**src/rtl/jk_pkg.sv**
```systemverilog
// Shared JK flip-flop encodings and the excitation helper for JK-based state machines.
package jk_pkg;

  // {j,k} pair applied to one JK cell
  typedef logic [1:0] jk_t;

  localparam jk_t JK_HOLD = 2'b00;
  localparam jk_t JK_RST  = 2'b01;
  localparam jk_t JK_SET  = 2'b10;
  localparam jk_t JK_TGL  = 2'b11;

  // Excitation that moves one cell from cur to nxt using hold/set/reset only.
  // Toggle is deliberately never produced, so the cell lands on nxt even when
  // cur was corrupted.
  function automatic jk_t jk_excite(input logic cur, input logic nxt);
    jk_t r;
    r = JK_HOLD;
    if (!cur && nxt) begin
      r = JK_SET;
    end else if (cur && !nxt) begin
      r = JK_RST;
    end
    return r;
  endfunction

endpackage

```
**src/rtl/jk_sync_counter_jkff.sv**
```systemverilog
// FlipFlopJK: single JK flip-flop cell with asynchronous active-low reset.
module FlipFlopJK
  import jk_pkg::*;
(
  input  logic clk,
  input  logic rst_n,
  input  logic j,
  input  logic k,
  output logic q,
  output logic q_bar
);

  logic q_q;

  // Classic JK behaviour: hold, reset, set, toggle
  always_ff @(posedge clk or negedge rst_n) begin
    if (!rst_n) begin
      q_q <= 1'b0;
    end else begin
      case (jk_t'({j, k}))
        JK_HOLD: q_q <= q_q;
        JK_RST:  q_q <= 1'b0;
        JK_SET:  q_q <= 1'b1;
        JK_TGL:  q_q <= ~q_q;
        default: q_q <= q_q;
      endcase
    end
  end

  assign q     = q_q;
  assign q_bar = ~q_q;

endmodule

```
**src/rtl/jk_sync_counter.sv**
```systemverilog
// jk_sync_counter: modulo-MOD up/down counter whose state lives in a bank of
// WIDTH JK flip-flops. This level computes the target count, derives per-bit
// J/K excitation from it, and produces carry_out and the registered tc pulse.
module jk_sync_counter
  import jk_pkg::*;
#(
  parameter int MOD   = 10,
  parameter int WIDTH = 4
) (
  input  logic             clk,
  input  logic             rst_n,
  input  logic             clr,
  input  logic             load,
  input  logic [WIDTH-1:0] load_val,
  input  logic             en,
  input  logic             up,
  output logic [WIDTH-1:0] q,
  output logic [WIDTH-1:0] j_vec,
  output logic [WIDTH-1:0] k_vec,
  output logic             carry_out,
  output logic             tc
);

  localparam logic [WIDTH-1:0] MAX = WIDTH'(MOD - 1);

  if (MOD < 2 || (2 ** WIDTH) < MOD) begin : g_bad_params
    $error("jk_sync_counter: MOD must be >= 2 and fit in WIDTH bits");
  end

  logic [WIDTH-1:0] nxt_d;
  logic             tc_q;
  logic [WIDTH-1:0] unused_qbar;

  // Target count: clear > load > count > hold; illegal states recover on count
  always_comb begin
    nxt_d = q;
    if (clr) begin
      nxt_d = '0;
    end else if (load) begin
      nxt_d = (load_val > MAX) ? MAX : load_val;
    end else if (en) begin
      if (up) begin
        nxt_d = (q >= MAX) ? '0 : q + 1'b1;
      end else if (q == '0 || q > MAX) begin
        nxt_d = MAX;
      end else begin
        nxt_d = q - 1'b1;
      end
    end
  end

  // Per-bit excitation steering each JK cell from q to nxt_d
  always_comb begin
    j_vec = '0;
    k_vec = '0;
    for (int unsigned i = 0; i < WIDTH; i++) begin
      {j_vec[i], k_vec[i]} = jk_excite(q[i], nxt_d[i]);
    end
  end

  // Wrap only from a legal terminal count; illegal states never qualify
  always_comb begin
    carry_out = en & ~clr & ~load & (up ? (q == MAX) : (q == '0));
  end

  // tc marks the cycle after a wrap
  always_ff @(posedge clk or negedge rst_n) begin
    if (!rst_n) begin
      tc_q <= 1'b0;
    end else begin
      tc_q <= carry_out;
    end
  end

  assign tc = tc_q;

  for (genvar gi = 0; gi < WIDTH; gi++) begin : g_bank
    FlipFlopJK u_ff (
      .clk   (clk),
      .rst_n (rst_n),
      .j     (j_vec[gi]),
      .k     (k_vec[gi]),
      .q     (q[gi]),
      .q_bar (unused_qbar[gi])
    );
  end

endmodule

```
**config.mk**
```make
export PLATFORM = sky130hd
export DESIGN_NAME = jk_sync_counter
export DESIGN_NICKNAME = d
export VERILOG_FILES = /design/src/rtl/jk_pkg.sv /design/src/rtl/jk_sync_counter_jkff.sv /design/src/rtl/jk_sync_counter.sv
export SDC_FILE = /design/constraint.sdc
export NUM_CORES = 1
export LEC_CHECK = 0
export CELL_PAD_IN_SITES_DETAIL_PLACEMENT = 1
export CELL_PAD_IN_SITES_GLOBAL_PLACEMENT = 1
export CORE_MARGIN = 5
export CORE_UTILIZATION = 30
export DETAILED_ROUTE_END_ITERATION = 6
export PLACE_DENSITY_LB_ADDON = 0.08
export SLEW_MARGIN = 20
export SYNTH_ARGS = -nofsm -noshare
export SYNTH_HDL_FRONTEND = slang
export SYNTH_HIERARCHICAL = 1
export SYNTH_SLANG_ARGS = --single-unit
```
**constraint.sdc**
```tcl
create_clock -name clk -period 2.6 [get_ports clk]
set_clock_uncertainty 0.15 [all_clocks]
set_input_delay 0.52 -clock clk [delete_from_list [all_inputs] [get_ports clk]]
set_output_delay 0.52 -clock clk [all_outputs]
set_load 0.005 [all_outputs]
```
==> results.md, run 1 <==
- The number of antenna violations at the first check in global routing is 0.
- After technology mapping, the gate count stands at 82.
- The run stopped with a tool error.
- A synthesized cell averages 7.66 sq um.
- The root buffer cell chosen for the clock tree is clkbuf_4.
- The area of the mapped netlist is 628 sq um.
- The number of input and output port buffers inserted is 23.
- From left edge to right edge, the die measures 55.8 microns.
- The stage where the flow stopped is 5_1_grt.
- The post-placement cell count is 162.
- The post-place instance area is about 1100 sq um.
- CTS built an H-tree with a depth of 1.
- The net count after synthesis is 96.
- In this run the count of I/O pins placed on the die edge is 24.
- The kind of the worst endpoint is a top-level output.
- Routability-driven placement finished with a final weighted congestion of 0.798.
- Buffers inserted during clock tree synthesis total 3.
- The count of synthesis-stage warnings from yosys is 6.
- The row count is 16.
- Entering global routing, the biggest net connects 10 pins.
- The first error in the log reads "[ERROR DPL-0033] detailed placement checks failed during check placement".
- Summed over all nets, the half-perimeter wirelength after detailed placement is 2.24 mm.
- The floorplan step set the die height to about 56 microns.
- The worst setup endpoint after the global-route repair_timing is k_vec[1].
- The starting utilization of the core area is 0.317.
- In this run the deepest clock path goes through 2 buffers.
[stage by stage]
step / worst slack [ns] / hold slack, ns
global placement: -0.663 / 0.484
detailed placement: -0.719 / 0.491
CTS: -0.169 / 0.337
floorplan: 0.236 / 0.0744
[timing repair]
| action | CTS |
|---|---|
| resized for setup | 67 |
| gates cloned | 0 |
| pin swaps | 22 |
| setup endpoints to repair | 9 |
| hold buffers | 0 |
| setup buffers | 21 |
==> run 2, diff against run 1 <==
--- a/config.mk
+++ b/config.mk
@@ -5,12 +5,10 @@
 export SDC_FILE = /design/constraint.sdc
 export NUM_CORES = 1
 export LEC_CHECK = 0
-export CELL_PAD_IN_SITES_DETAIL_PLACEMENT = 1
-export CELL_PAD_IN_SITES_GLOBAL_PLACEMENT = 1
-export CORE_MARGIN = 5
-export CORE_UTILIZATION = 30
+export CORE_AREA = 5 5 66 68
 export DETAILED_ROUTE_END_ITERATION = 6
-export PLACE_DENSITY_LB_ADDON = 0.08
+export DIE_AREA = 0 0 71 73
+export PLACE_DENSITY_LB_ADDON = 0.15
 export SLEW_MARGIN = 20
 export SYNTH_ARGS = -nofsm -noshare
 export SYNTH_HDL_FRONTEND = slang
==> results.md, run 2 <==
- The flow ran to the end, but the final reports show violations.
- The checks that failed: negative setup slack.
- The sequential share of power is 0.116.
- The most frequent standard cell in the layout excluding fill and tap cells is buf_4.
- The average wire per standard cell is 13.1 microns.
- The setup TNS is -0.719 ns.
- Summed over all layers, the global routing overflow is 0.
- The buffering stage count on the worst path with inverters included is 4.
- Of the total power, combinational logic draws 0.789.
- In the finished design, the share of the clock period the worst path needs comes to 1.06.
- The total of max-cap violations is 0.
- Along the worst path, the maximum fanout reaches 4.
- The number of search-and-repair iterations in the first detailed-routing pass is 4.
- The largest delay contributor family on the critical path is buffers and inverters.
- The achievable clock frequency is ~0.36 GHz.
- The endpoint required time on the critical path is 1.93 ns.
- After synthesis, the mean cell area works out to 7.66 sq um.
- The headroom to the max-slew limit is 0.770.
- The post-place instance area is 1100 sq um.
- STA classifies the critical path endpoint as an output pin.
- For the finished layout, the period the worst path requires is 2.76 ns.
- The count of synthesis-stage warnings from yosys is 6.
- The total clock buffers created by CTS is 3.
- The fraction of layout instances using a drive strength above 1 is 0.591.
- The buffer cell driving the clock tree root is clkbuf_8.
- Buffers placed on the I/O ports in this run total 23.
- The register with the most flip-flops in the layout has 4 of them.
- Setup repair after global routing could not meet its margin everywhere.
- The number of sinks handled by clock tree synthesis is 5.
- Pin placement for this block handled 24 I/O pins.
- Dividing the detail-routed via count by the number of cells gives around 4.4.
- The proportion of total power due to net switching is 0.395.
- The number of nets in the synthesized netlist is between 90 and 100.
- In this run the static leakage power is 0.660 nW.
- The overall die area is 5180 sq um.
- The pin count of the biggest net entering global routing is 11.
- The post-route total power is 1.53 mW.
- The detail route stage leaves a number of antenna-violating nets equal to 0.
- The cell type with the highest occurrence count on the critical path is buf_4.
- The detailed placement HPWL is ~1.9 mm.
- STA classifies the critical path startpoint as a register.
- The starting utilization of the core area is 0.165.
- Measured along the y axis, the die boundary spans 73 microns.
- The area growth from synthesis to layout is 136%.
- The number of antenna repair diodes is 0.
- In the global route stage, met1 resource usage came out at 0.122.
- The filler cells instantiated in the layout total 393.
- The core footprint is 3800 sq um.
- TritonCTS built the clock tree.
- The critical path goes through buf_6, ha_4, a21oi_4, o2bb2ai_4, buf_4, nor4_2, nor4b_2, buf_4, clkdlybuf4s15_2.
- The layer flagged by global routing as most heavily used is met2.
- For this block, the via count after detailed routing is 895.
- Of the total power, the clock network draws 0.095.
- The type of the worst setup path is reg2out.
- Summed over all nets, the switching power comes to 0.604 mW.
- The area of the mapped netlist is between 600 and 700 sq um.
- The path class of the lowest-slack min-delay path is in2async.
- After floorplanning, the core was divided into 23 placement rows.
- The worst supply voltage drop on vdd is 0.000302 V.
- The net count of the finished layout is around 170.
- The first global-routing pass estimated 4.31 mm of wire.
- The clock passes through at most 2 buffers.
- The number of global-route vias before repair was ~940.
- The data arrival time of the critical path is roughly 2.1 ns.
- The violation count after the first detailed-route iteration is 18.
- The post-layout instance area is 1480 sq um.
- Across all setup checks in the final design, the least slack found is -0.157 ns.
- Synthesis produced around 80 cells.
- Leaving out fill and tap cells, the most frequent cells in the layout are buf_4, clkdlybuf4s50_1, nand2_1, nor2_1, buf_6.
- The sequential cell area is 126 sq um.
- Across every metal layer, demand over resource in global routing totals 0.105.
- The final max-slew violation count is 0.
- The slowest stage cell on the critical path is dfrtp_2.
- The internal power of the cells totals 0.923 mW.
- The area occupied by multi-input gates is 619 sq um.
- The congestion estimate from routability-driven global placement came to just under 0.9.
- For met3 alone, demand over resource in global routing was 0.0289.
- The die width is just over 70 microns.
- The met2 capacity usage during global routing is 0.185.
- At the pin with the least slew margin, the transition time is between 0.3 and 0.4 ns.
- In this run the number of H-tree levels came out at 1.
- Setup violations remaining at the end of the flow were counted as 7.
- Dividing total power by cell area gives a power density of 1030 nW/um^2.
- The hold violation count in the final report is 0.
- The number of antenna violations at the first check in global routing is 0.
- The DRC violations left is 0.
- The insertion delay to the later sink of the worst-skew pair is ~0.22 ns.
- The delay of the slowest cell on the worst path is 0.47 ns.
- After clock tree synthesis, the clock-pin slew on the worst setup and hold paths is 0.04 ns.
- The total detailed-routing wirelength is 2.68 mm.
## run 2: worst paths after layout
check,to,startpoint,depth (start not counted),slack (ns)
max in group asynchronous,g_bank[0].u_ff/q,rst_n,1,1.70
min,g_bank[2].u_ff/q,rst_n,1,0.38
min reg2reg,g_bank[1].u_ff/q,g_bank[1].u_ff/q,2,0.50
max,k_vec[2],g_bank[0].u_ff/q,9,-0.16
max reg2reg,g_bank[2].u_ff/q,g_bank[0].u_ff/q,18,-0.12
min in group clk,g_bank[1].u_ff/q,g_bank[1].u_ff/q,2,0.50
## run 2: repair_timing
action,4_1_cts,5_1_grt
buffers inserted,15,5
setup endpoints to repair,9,10
resized for setup,72,9
pin swaps,20,5
gates cloned,0,0
hold buffers,0,0
## run 2: power groups by stage
stage,sequential (mW),combinational [mW],clock (mW)
6_report,0.176,1.21,0.145
5_1_grt,0.185,1.30,0.154
4_1_cts,0.178,1.13,0.149
3_5_place_dp,0.154,0.837,0
3_3_place_gp,0.157,0.843,0
2_1_floorplan,0.156,0.379,0
## run 2: per-stage QoR
stage / worst slack (ns) / hold WS, ns / std cells / util
2_1_floorplan: 0.236 / 0.0744 / 82 / -
3_3_place_gp: -0.709 / 0.474 / 180 / 0.289
3_5_place_dp: -0.746 / 0.467 / 180 / 0.289
4_1_cts: -0.116 / 0.385 / 199 / 0.371
5_1_grt: -0.265 / 0.393 / 204 / 0.390
6_report: -0.157 / 0.382 / 204 / 0.390
## run 2: per-layer routing
layer / up-vias / routed length, microns
met4: 0 / 61
met5: - / 0
met3: 6 / 99
met1: 424 / 1100
met2: 23 / 1410
li1: 442 / -
## run 2: final cells by class
class / instances / area share
timing repair buffer: 73 / 0.404
clock buffer: 4 / 0.0304
sequential: 5 / 0.0854
tap: 50 / 0.0423
multi-input combinational: 65 / 0.418
inverter: 7 / 0.0194
No activity file was read; power rests on OpenSTA's default activity.
